--- src/rtl/register_status_mp.sv ---
// Checkpointed register status table for rename: per-register busy bit and
// producing ROB tag, with same-cycle rename/commit bypass and branch snapshots.
module register_status_mp #(
    parameter int NREG   = 32,
    parameter int REGW   = $clog2(NREG),
    parameter int ROB    = 3,
    parameter int RENAME = 2,
    parameter int COMMIT = 2,
    parameter int NCKPT  = 4,
    parameter int CKW    = $clog2(NCKPT)
) (
    input  logic                   clk,
    input  logic                   reset,
    input  logic [RENAME-1:0]      ren_valid,
    input  logic [RENAME*REGW-1:0] ren_rd,
    input  logic [RENAME*ROB-1:0]  ren_rob,
    input  logic [RENAME*REGW-1:0] ren_rs1,
    input  logic [RENAME*REGW-1:0] ren_rs2,
    output logic [RENAME-1:0]      src1_busy,
    output logic [RENAME-1:0]      src2_busy,
    output logic [RENAME*ROB-1:0]  src1_rob,
    output logic [RENAME*ROB-1:0]  src2_rob,
    input  logic [COMMIT-1:0]      cm_valid,
    input  logic [COMMIT*REGW-1:0] cm_rd,
    input  logic [COMMIT*ROB-1:0]  cm_rob,
    input  logic                   ckpt_save,
    input  logic                   ckpt_restore,
    input  logic [CKW-1:0]         ckpt_id,
    input  logic                   flush,
    output logic [NREG-1:0]        busy_vec
);

    logic [NREG-1:0] busy_q;
    logic [NREG-1:0] busy_d;
    logic [ROB-1:0]  tag_q [NREG];
    logic [ROB-1:0]  tag_d [NREG];

    logic [NREG-1:0] ck_busy_q [NCKPT];
    logic [NREG-1:0] ck_busy_d [NCKPT];
    logic [ROB-1:0]  ck_tag_q  [NCKPT][NREG];
    logic [ROB-1:0]  ck_tag_d  [NCKPT][NREG];

    logic [REGW-1:0] rd_w  [RENAME];
    logic [ROB-1:0]  rob_w [RENAME];
    logic [REGW-1:0] rs1_w [RENAME];
    logic [REGW-1:0] rs2_w [RENAME];
    logic [REGW-1:0] crd_w [COMMIT];
    logic [ROB-1:0]  crob_w[COMMIT];

    for (genvar g = 0; g < RENAME; g++) begin : g_ren
        assign rd_w[g]  = ren_rd[g*REGW +: REGW];
        assign rob_w[g] = ren_rob[g*ROB +: ROB];
        assign rs1_w[g] = ren_rs1[g*REGW +: REGW];
        assign rs2_w[g] = ren_rs2[g*REGW +: REGW];
    end

    for (genvar g = 0; g < COMMIT; g++) begin : g_cm
        assign crd_w[g]  = cm_rd[g*REGW +: REGW];
        assign crob_w[g] = cm_rob[g*ROB +: ROB];
    end

    // Commit clears only hit entries still owned by the committing tag.
    logic [NREG-1:0] lclr;
    logic [NREG-1:0] cclr [NCKPT];

    always_comb begin
        lclr = '0;
        for (int s = 0; s < NCKPT; s++) begin
            cclr[s] = '0;
        end
        for (int k = 0; k < COMMIT; k++) begin
            if (cm_valid[k] && crd_w[k] != '0) begin
                if (busy_q[crd_w[k]] && tag_q[crd_w[k]] == crob_w[k]) begin
                    lclr[crd_w[k]] = 1'b1;
                end
                for (int s = 0; s < NCKPT; s++) begin
                    if (ck_busy_q[s][crd_w[k]] &&
                        ck_tag_q[s][crd_w[k]] == crob_w[k]) begin
                        cclr[s][crd_w[k]] = 1'b1;
                    end
                end
            end
        end
    end

    always_comb begin
        busy_d    = busy_q;
        tag_d     = tag_q;
        ck_busy_d = ck_busy_q;
        ck_tag_d  = ck_tag_q;
        for (int r = 0; r < NREG; r++) begin
            if (lclr[r]) begin
                busy_d[r] = 1'b0;
                tag_d[r]  = '0;
            end
            for (int s = 0; s < NCKPT; s++) begin
                if (cclr[s][r]) begin
                    ck_busy_d[s][r] = 1'b0;
                    ck_tag_d[s][r]  = '0;
                end
            end
        end
        // Ascending lane order lets the youngest writer of an rd win.
        for (int i = 0; i < RENAME; i++) begin
            if (ren_valid[i] && rd_w[i] != '0) begin
                busy_d[rd_w[i]] = 1'b1;
                tag_d[rd_w[i]]  = rob_w[i];
            end
        end
        if (flush) begin
            busy_d = '0;
            for (int r = 0; r < NREG; r++) begin
                tag_d[r] = '0;
            end
            for (int s = 0; s < NCKPT; s++) begin
                ck_busy_d[s] = '0;
                for (int r = 0; r < NREG; r++) begin
                    ck_tag_d[s][r] = '0;
                end
            end
        end else if (ckpt_restore) begin
            busy_d = ck_busy_d[ckpt_id];
            for (int r = 0; r < NREG; r++) begin
                tag_d[r] = ck_tag_d[ckpt_id][r];
            end
        end else if (ckpt_save) begin
            ck_busy_d[ckpt_id] = busy_d;
            for (int r = 0; r < NREG; r++) begin
                ck_tag_d[ckpt_id][r] = tag_d[r];
            end
        end
    end

    always_ff @(posedge clk or negedge reset) begin
        if (!reset) begin
            busy_q <= '0;
            for (int r = 0; r < NREG; r++) begin
                tag_q[r] <= '0;
            end
            for (int s = 0; s < NCKPT; s++) begin
                ck_busy_q[s] <= '0;
                for (int r = 0; r < NREG; r++) begin
                    ck_tag_q[s][r] <= '0;
                end
            end
        end else begin
            busy_q <= busy_d;
            for (int r = 0; r < NREG; r++) begin
                tag_q[r] <= tag_d[r];
            end
            for (int s = 0; s < NCKPT; s++) begin
                ck_busy_q[s] <= ck_busy_d[s];
                for (int r = 0; r < NREG; r++) begin
                    ck_tag_q[s][r] <= ck_tag_d[s][r];
                end
            end
        end
    end

    logic [REGW-1:0] rs;
    logic            sb;
    logic [ROB-1:0]  st;

    always_comb begin
        src1_busy = '0;
        src2_busy = '0;
        src1_rob  = '0;
        src2_rob  = '0;
        rs        = '0;
        sb        = 1'b0;
        st        = '0;
        for (int i = 0; i < RENAME; i++) begin
            for (int p = 0; p < 2; p++) begin
                rs = (p == 0) ? rs1_w[i] : rs2_w[i];
                sb = 1'b0;
                st = '0;
                if (rs != '0) begin
                    sb = busy_q[rs] & ~lclr[rs];
                    st = tag_q[rs];
                    for (int j = 0; j < RENAME; j++) begin
                        if (j < i && ren_valid[j] && rd_w[j] == rs) begin
                            sb = 1'b1;
                            st = rob_w[j];
                        end
                    end
                end
                if (!sb) begin
                    st = '0;
                end
                if (p == 0) begin
                    src1_busy[i]         = sb;
                    src1_rob[i*ROB +: ROB] = st;
                end else begin
                    src2_busy[i]         = sb;
                    src2_rob[i*ROB +: ROB] = st;
                end
            end
        end
    end

    assign busy_vec = busy_q;

endmodule
--- config.mk ---
export PLATFORM = sky130hd
export DESIGN_NAME = register_status_mp
export DESIGN_NICKNAME = d
export VERILOG_FILES = /design/src/rtl/register_status_mp.sv
export SDC_FILE = /design/constraint.sdc
export NUM_CORES = 2
export LEC_CHECK = 0
export BUFFER_PORTS_ARGS = -buffer_cell sky130_fd_sc_hd__buf_2
export CORE_MARGIN = 8
export CORE_UTILIZATION = 30
export CTS_CLUSTER_SIZE = 28
export DETAILED_ROUTE_END_ITERATION = 8
export PLACE_DENSITY = 0.48
export SYNTH_ARGS = -nofsm -noshare
export SYNTH_HDL_FRONTEND = slang
export SYNTH_SLANG_ARGS = --single-unit
--- constraint.sdc ---
create_clock -name clk -period 6.1 [get_ports clk]
set_input_delay 0 -clock clk [delete_from_list [all_inputs] [get_ports clk]]
set_output_delay 0 -clock clk [all_outputs]
set_load 0.02 [all_outputs]
# After elaboration in Yosys (flattened, before gate mapping)
# Cells that the tools add are included.
op_classes:
  magnitude_cmp: 24
  n_eq_ne: 12
  mux: 561
  bitwise: 24
  reduce_logical: 31
ops:
  columns: ["cell", "count"]
  rows:
  - ["bitwise mux 384 bit", 32]
  - ["demux 96 bit (select 2 bit)", 32]
  - ["2-to-1 mux 384 bit", 3]
  - ["2-to-1 mux 96 bit", 7]
  - ["2-to-1 mux 128 bit", 5]
  - ["2-to-1 mux 32 bit", 19]
  - ["2-to-1 mux 3 bit", 201]
  - ["OR 32 bit", 7]
  - ["binary-select mux 3 bit (select 5 bit)", 14]
  - ["binary-select mux 96 bit (select 2 bit)", 1]
  - ["bitwise mux 96 bit", 2]
  - ["2-to-1 mux 1 bit", 188]
  - ["bitwise mux 128 bit", 1]
  - ["2-to-1 mux 93 bit", 1]
  - ["binary-select mux 1 bit (select 5 bit)", 18]
  - ["2-to-1 mux 90 bit", 1]
  - ["2-to-1 mux 87 bit", 1]
  - ["2-to-1 mux 84 bit", 1]
  - ["2-to-1 mux 81 bit", 1]
  - ["2-to-1 mux 78 bit", 1]
  - ["2-to-1 mux 75 bit", 1]
  - ["2-to-1 mux 72 bit", 1]
  - ["2-to-1 mux 69 bit", 1]
  - ["2-to-1 mux 66 bit", 1]
  - ["other kinds (38)", 112]
word_totals:
  ff_bits: 640
  input_bits: 63
  word_cells: 817

# Longest topological paths before layout
logic_depth:
  word_depth: 51
  depth_mapped: 19
  mapped_depth_nobuf: 11

# Worst setup path before layout
# No wires, ideal clock.
synth_timing:
  path_type: "register -> output"
  startpoint: "register busy_q[0], in the netlist busy_vec[0]"
  endpoint: "output port src1_rob[0]"
  t_arrival_ps: 3790
  path_slack_ps: 2310
  path_stages_with_launch: 14
  path_cell_list: "dfrtp_1 -> buf_1 -> mux4_2 -> nor2b_1 -> a2111oi_0 -> a2111o_1 -> a21oi_4 -> nand2_4 -> buf_6 -> o22ai_1 -> mux4_2 -> mux2_2 -> o211a_1 -> nor3_1"
synth_between:
  elab_chain_cells: 14
  elab_cells_between_ends: 19
  cone_classes: "14 x mux; 3 x bitwise; 2 x reduce/logical"
synth_rtl:
  columns: ["item", "line_no", "source"]
  rows:
  - ["start, declared", "33", "logic [NREG-1:0] busy_q;"]
  - ["start signal, assigned", "147", "busy_q <= busy_d;"]
  - ["binary-select mux 1 bit (select 5 bit)", "73", "if (busy_q[crd_w[k]] && tag_q[crd_w[k]] == crob_w[k]) begin"]
  - ["2-to-1 mux 1 bit (not written as such)", "73", null]
  - ["logical AND 1 bit", "73", null]
  - ["2-to-1 mux 32 bit", "73", null]
  - ["2-to-1 mux 32 bit", "72", "if (cm_valid[k] && crd_w[k] != '0) begin"]
  - ["OR 32 bit (no source line)", null, null]
  - ["2-to-1 mux 32 bit", "73", null]
  - ["2-to-1 mux 32 bit", "72", null]
  - ["binary-select mux 1 bit (select 5 bit)", "178", "sb = busy_q[rs] & ~lclr[rs];"]
  - ["2-to-1 mux 1 bit (not written as such)", "178", null]
  - ["inverter 1 bit", "178", null]
  - ["bitwise AND 1 bit (*)", "178", null]
  - ["2-to-1 mux 1 bit (*)", "177", "if (rs != '0) begin"]
  - ["2-to-1 mux 3 bit (*)", "187", "if (!sb) begin"]
  - ["end, declared", "21", "output logic [RENAME*ROB-1:0] src1_rob,"]
# Mark *: on every way between the ends. The rest lies on a longest branch, timed or not. The select of a mux whose other input is x is not followed.

# Worst setup path after layout
layout_timing:
  startpoint: "register busy_q[12], in the netlist busy_vec[12]"
  endpoint: "output port src1_rob[1]"
# Same word-level chain as after synthesis.

==> out/qor.tcl <==
set qor(status) {finished, violations left}
set qor(violations) {setup timing}
set qor(timing.critical_path.required_ns) 6.10
set qor(critical_path_peak_fanout) 35
set qor(bufs_on_longest_clock_path) 3
set qor(buffers_and_inverters_on_the_worst_path) 3
set qor(timing.critical_path.slowest_cell_delay_ns) 0.85
set qor(dieArea_um2) 182000
set qor(firstDrtPassIters) 6
set qor(top_level_ports) 111
set qor(cts_tree) {built}
set qor(maxCapViolations) 0
set qor(numClockSinks) 640
set qor(track_usage_pct) 32.1
set qor(worst_setup_hold_path_clk_slew_ns) 0.07
set qor(cts.root.buffer_cell) {sky130_fd_sc_hd__clkbuf_16}
set qor(finalHoldViolCount) 0
set qor(preCtsSetupSlack_ns) 0.615
set qor(synth_fp_nets) 5394
set qor(drt_wl_total_mm) 302
set qor(data_arrival_at_the_endpoint_of_the_critical_path_ns) 6.16
set qor(global_route_wire_length_before_repair_mm) 411
set qor(core.rowCount) 150
set qor(width_of_the_chip_um) 426
set qor(setup_repair_after_global_routing_missed_its_margin) {false}
set qor(clock-skew-final_ns) 0.0405
set qor(worstReg2RegEnd) {ck_tag_q[293]}
set qor(max-vdd-ir-drop_v) 0.000211
set qor(gpl.final_weighted_congestion) 1.04
set qor(floorplan.core_area_um2) 167000
set qor(placement.io_buffers) 110
set qor(layout_min_cycle_time_ns) 6.16
set qor(routed_via_density) 6.76
set qor(placed_cell_area_um2) 53600
set qor(worst_hold_path.num_cells) 6
set qor(critical_path_cell_sequence) {inv_1, mux4_2, a2111oi_0, nand2_1, a21oi_1, nand2_2, buf_12, o22ai_1, mux2_2, nor2_1, nor4_4, nor3_1, buf_2}
set qor(setup.reg_to_reg.worst_slack_ns) 0.72
set qor(ys_seq_area_share_pct) 31.7
set qor(dr_total_vias) 51000
set qor(fin_hold_ws_ns) 0.118
set qor(post_synth.cell_area_avg_um2) 9.47
set qor(cpLargestDelayFamily) {compound AO/OA/AOI/OAI gates}
set qor(post_synth_num_cell_types) 85
set qor(critical_path.startpoint_type) {flop}
set qor(r2r-start) {busy_vec[12]}
set qor(synth_async_sr_flop_share_pct) 100
set qor(static-leakage-power_nw) 20.6
set qor(layout_setup_ws_ns) -0.0606
set qor(worstSetupEndpointType) {output pin}
set qor(nets) 5326
set qor(worstRegToRegCells) 12
set qor(grt_pass1_vias) 48100
set qor(number_of_h_tree_branching_levels) 3
set qor(number_of_max_slew_violations_in_the_final_report) 0
set qor(max_freq_mhz) 162
set qor(maximum_number_of_pins_on_one_net_before_global_route_repair) 169
set qor(die_y_um) 426
set qor(post_route_cells_drive_above_1_share_pct) 19.3
set qor(wl_per_cell_um) 40.0
set qor(drcViolationCount) 0
set qor(cpMaxStageDelayCell) {sky130_fd_sc_hd__dfrtp_1}
set qor(final-setup-viol-count) 4
set qor(initial_utilization_pct) 30.2
set qor(synth-warning-count) 0
set qor(min_period_over_period_pct) 101
set qor(dp_hpwl_mm) 225
set qor(maxSlewHeadroom_pct) 4.50
set qor(syn_area_um2) 50500
set qor(worstSetupPathType) {flop to output pin}
set qor(holdPathEnd) {busy_vec[26]}
set qor(synth_edf_count) 0
set qor(hold_path.class) {primary input to flop}
set qor(fin_tns_setup_ns) -0.176
set qor(synth-seq-cells) 640
set qor(postRouteAntennaNets) 0
set qor(clk_latency_ns) 0.72
set qor(antenna_found_initial) 46
set qor(final_area_um2) 56500
set qor(tightest_slew_ns) 1.43
set qor(synthToLayoutAreaGrowth_pct) 12.0
set qor(hold_path_startpoint) {cm_valid[0]}
set qor(grt_overflow_total) 0
set qor(synth_flop_cell) {sky130_fd_sc_hd__dfrtp_1}
set qor(total_power_density_per_cell_area_nw_per_um2) 193
set qor(numCtsBuffers) 80
set qor(drt_iter0_drc) 8045
set qor(syn-instance-count) 5331
## sequential cells by signal, indices dropped and copies added, names as in the netlist
signal     flops
ck_tag_q     384
ck_busy_q    128
busy_vec      32
tag_q         96
## placed cells by master, fill, tap and decap left out, types with 23 or more instances in the layout
master	n
sky130_fd_sc_hd__a21oi_1	263
sky130_fd_sc_hd__a22o_1	51
sky130_fd_sc_hd__a22oi_1	88
sky130_fd_sc_hd__a31oi_1	46
sky130_fd_sc_hd__and2_1	43
sky130_fd_sc_hd__buf_2	102
sky130_fd_sc_hd__buf_4	177
sky130_fd_sc_hd__clkbuf_16	82
sky130_fd_sc_hd__clkbuf_8	23
sky130_fd_sc_hd__dfrtp_1	640
sky130_fd_sc_hd__diode_2	23
sky130_fd_sc_hd__inv_1	78
sky130_fd_sc_hd__mux2i_1	176
sky130_fd_sc_hd__mux4_2	485
sky130_fd_sc_hd__nand2_1	856
sky130_fd_sc_hd__nand3_1	239
sky130_fd_sc_hd__nor2_1	677
sky130_fd_sc_hd__nor3_1	37
sky130_fd_sc_hd__o211ai_1	105
sky130_fd_sc_hd__o21a_1	64
sky130_fd_sc_hd__o21ai_0	113
sky130_fd_sc_hd__o221ai_1	36
sky130_fd_sc_hd__o22a_1	310
sky130_fd_sc_hd__o22ai_1	140
sky130_fd_sc_hd__xor2_1	23
## power by group
part | leakage [nW] | switching, mW | internal [mW]
logic | 10.3 | 1.08 | 0.385
clock network | 1.37 | 2.09 | 3.06
registers | 8.93 | 0.0503 | 4.27
## worst max-delay path by stage
stage | to | cells past startpoint | start | slack (ns)
after CTS | src1_rob[4] | 14 | busy_vec[12] | 0.22
after global placement | src1_rob[5] | 14 | busy_vec[12] | 0.55
after detailed placement | src1_rob[4] | 14 | busy_vec[12] | 0.62
final | src1_rob[1] | 13 | busy_vec[12] | -0.06
after floorplan | src1_rob[0] | 13 | busy_vec[0] | 2.31
after global routing | src1_rob[2] | 13 | busy_vec[12] | 0.03
## kinds of logic after synthesis
group / count (synthesis) / share of synthesized area (%)
AOI/OAI and AO/OA: 1397 / 20.1
xor gates and xnor gates: 40 / 0.694
buffers and inverters: 544 / 4.68
DFF: 640 / 31.7
muxes: 676 / 25.5
and+or+nand+nor: 2034 / 17.4
## worst register-to-register path: stages, from the launching register on
cell	delay [ns]
sky130_fd_sc_hd__dfrtp_1	0.85
sky130_fd_sc_hd__inv_1	0.14
sky130_fd_sc_hd__mux4_2	0.49
sky130_fd_sc_hd__a2111oi_0	0.64
sky130_fd_sc_hd__nand2_1	0.36
sky130_fd_sc_hd__a21oi_1	0.34
sky130_fd_sc_hd__nand2_2	0.27
sky130_fd_sc_hd__buf_12	0.27
sky130_fd_sc_hd__o22ai_1	0.84
sky130_fd_sc_hd__o21ai_0	0.22
sky130_fd_sc_hd__mux2i_1	0.54
sky130_fd_sc_hd__o22a_1	0.22
sky130_fd_sc_hd__nor2_1	0.04
## area by class of cell
cell class | count | area, um2
fill | 17200 | 111000
clock inverter | 26 | 355
timing repair buffer | 312 | 2400
inverter | 82 | 308
clock buffer | 113 | 2400
antenna | 23 | 57.6
sequential | 640 | 16000
multi-input combinational | 4147 | 32200
tap | 2204 | 2760
## what timing repair did
action | in CTS | in global routing
setup endpoints to repair | 4 | 8
buffers inserted | 0 | 0
resized for setup | 3 | 2
hold endpoints to repair | 190 | 0
gates cloned | 0 | 0
hold buffers | 7 | 0
## synth_stat cells, drive strengths merged, types with 16 or more instances
master,instances,area [um2]
and2,46,288
buf,155,905
a31oi,46,288
o22ai,161,1120
nor2b,19,119
mux2i,176,1760
a32o,16,160
o21a,64,480
nor2,680,2550
a211oi,21,163
clkbuf,307,1150
mux4,485,10900
xnor2,17,149
a21oi,264,1330
o211ai,105,788
o221ai,36,315
dfrtp,640,16000
o21ai,120,601
o22a,313,2750
nand3,247,1250
a22o,51,447
o311ai,20,175
inv,79,297
nor3,38,190
xor2,23,201
a22oi,89,682
nand2,860,3240
## metal layers
metal | global-route usage [%] | vias up | wire length (um)
met2 | 46.5 | 3767 | 126000
met1 | 41.0 | 26200 | 115000
li1 | - | 20200 | -
met5 | 0 | - | 172
met3 | 12.2 | 780 | 39300
met4 | 17.9 | 24 | 20600
## metrics by stage
stage	utilization [%]	total power, mW	std cells
after floorplan	-	5.15	5331
after global placement	32.1	5.80	7378
after detailed placement	32.1	5.80	7378
after CTS	33.8	10.9	7524
after global routing	33.8	11.2	7529
final	33.8	10.9	7547
Power figures use the tool's default switching activity.
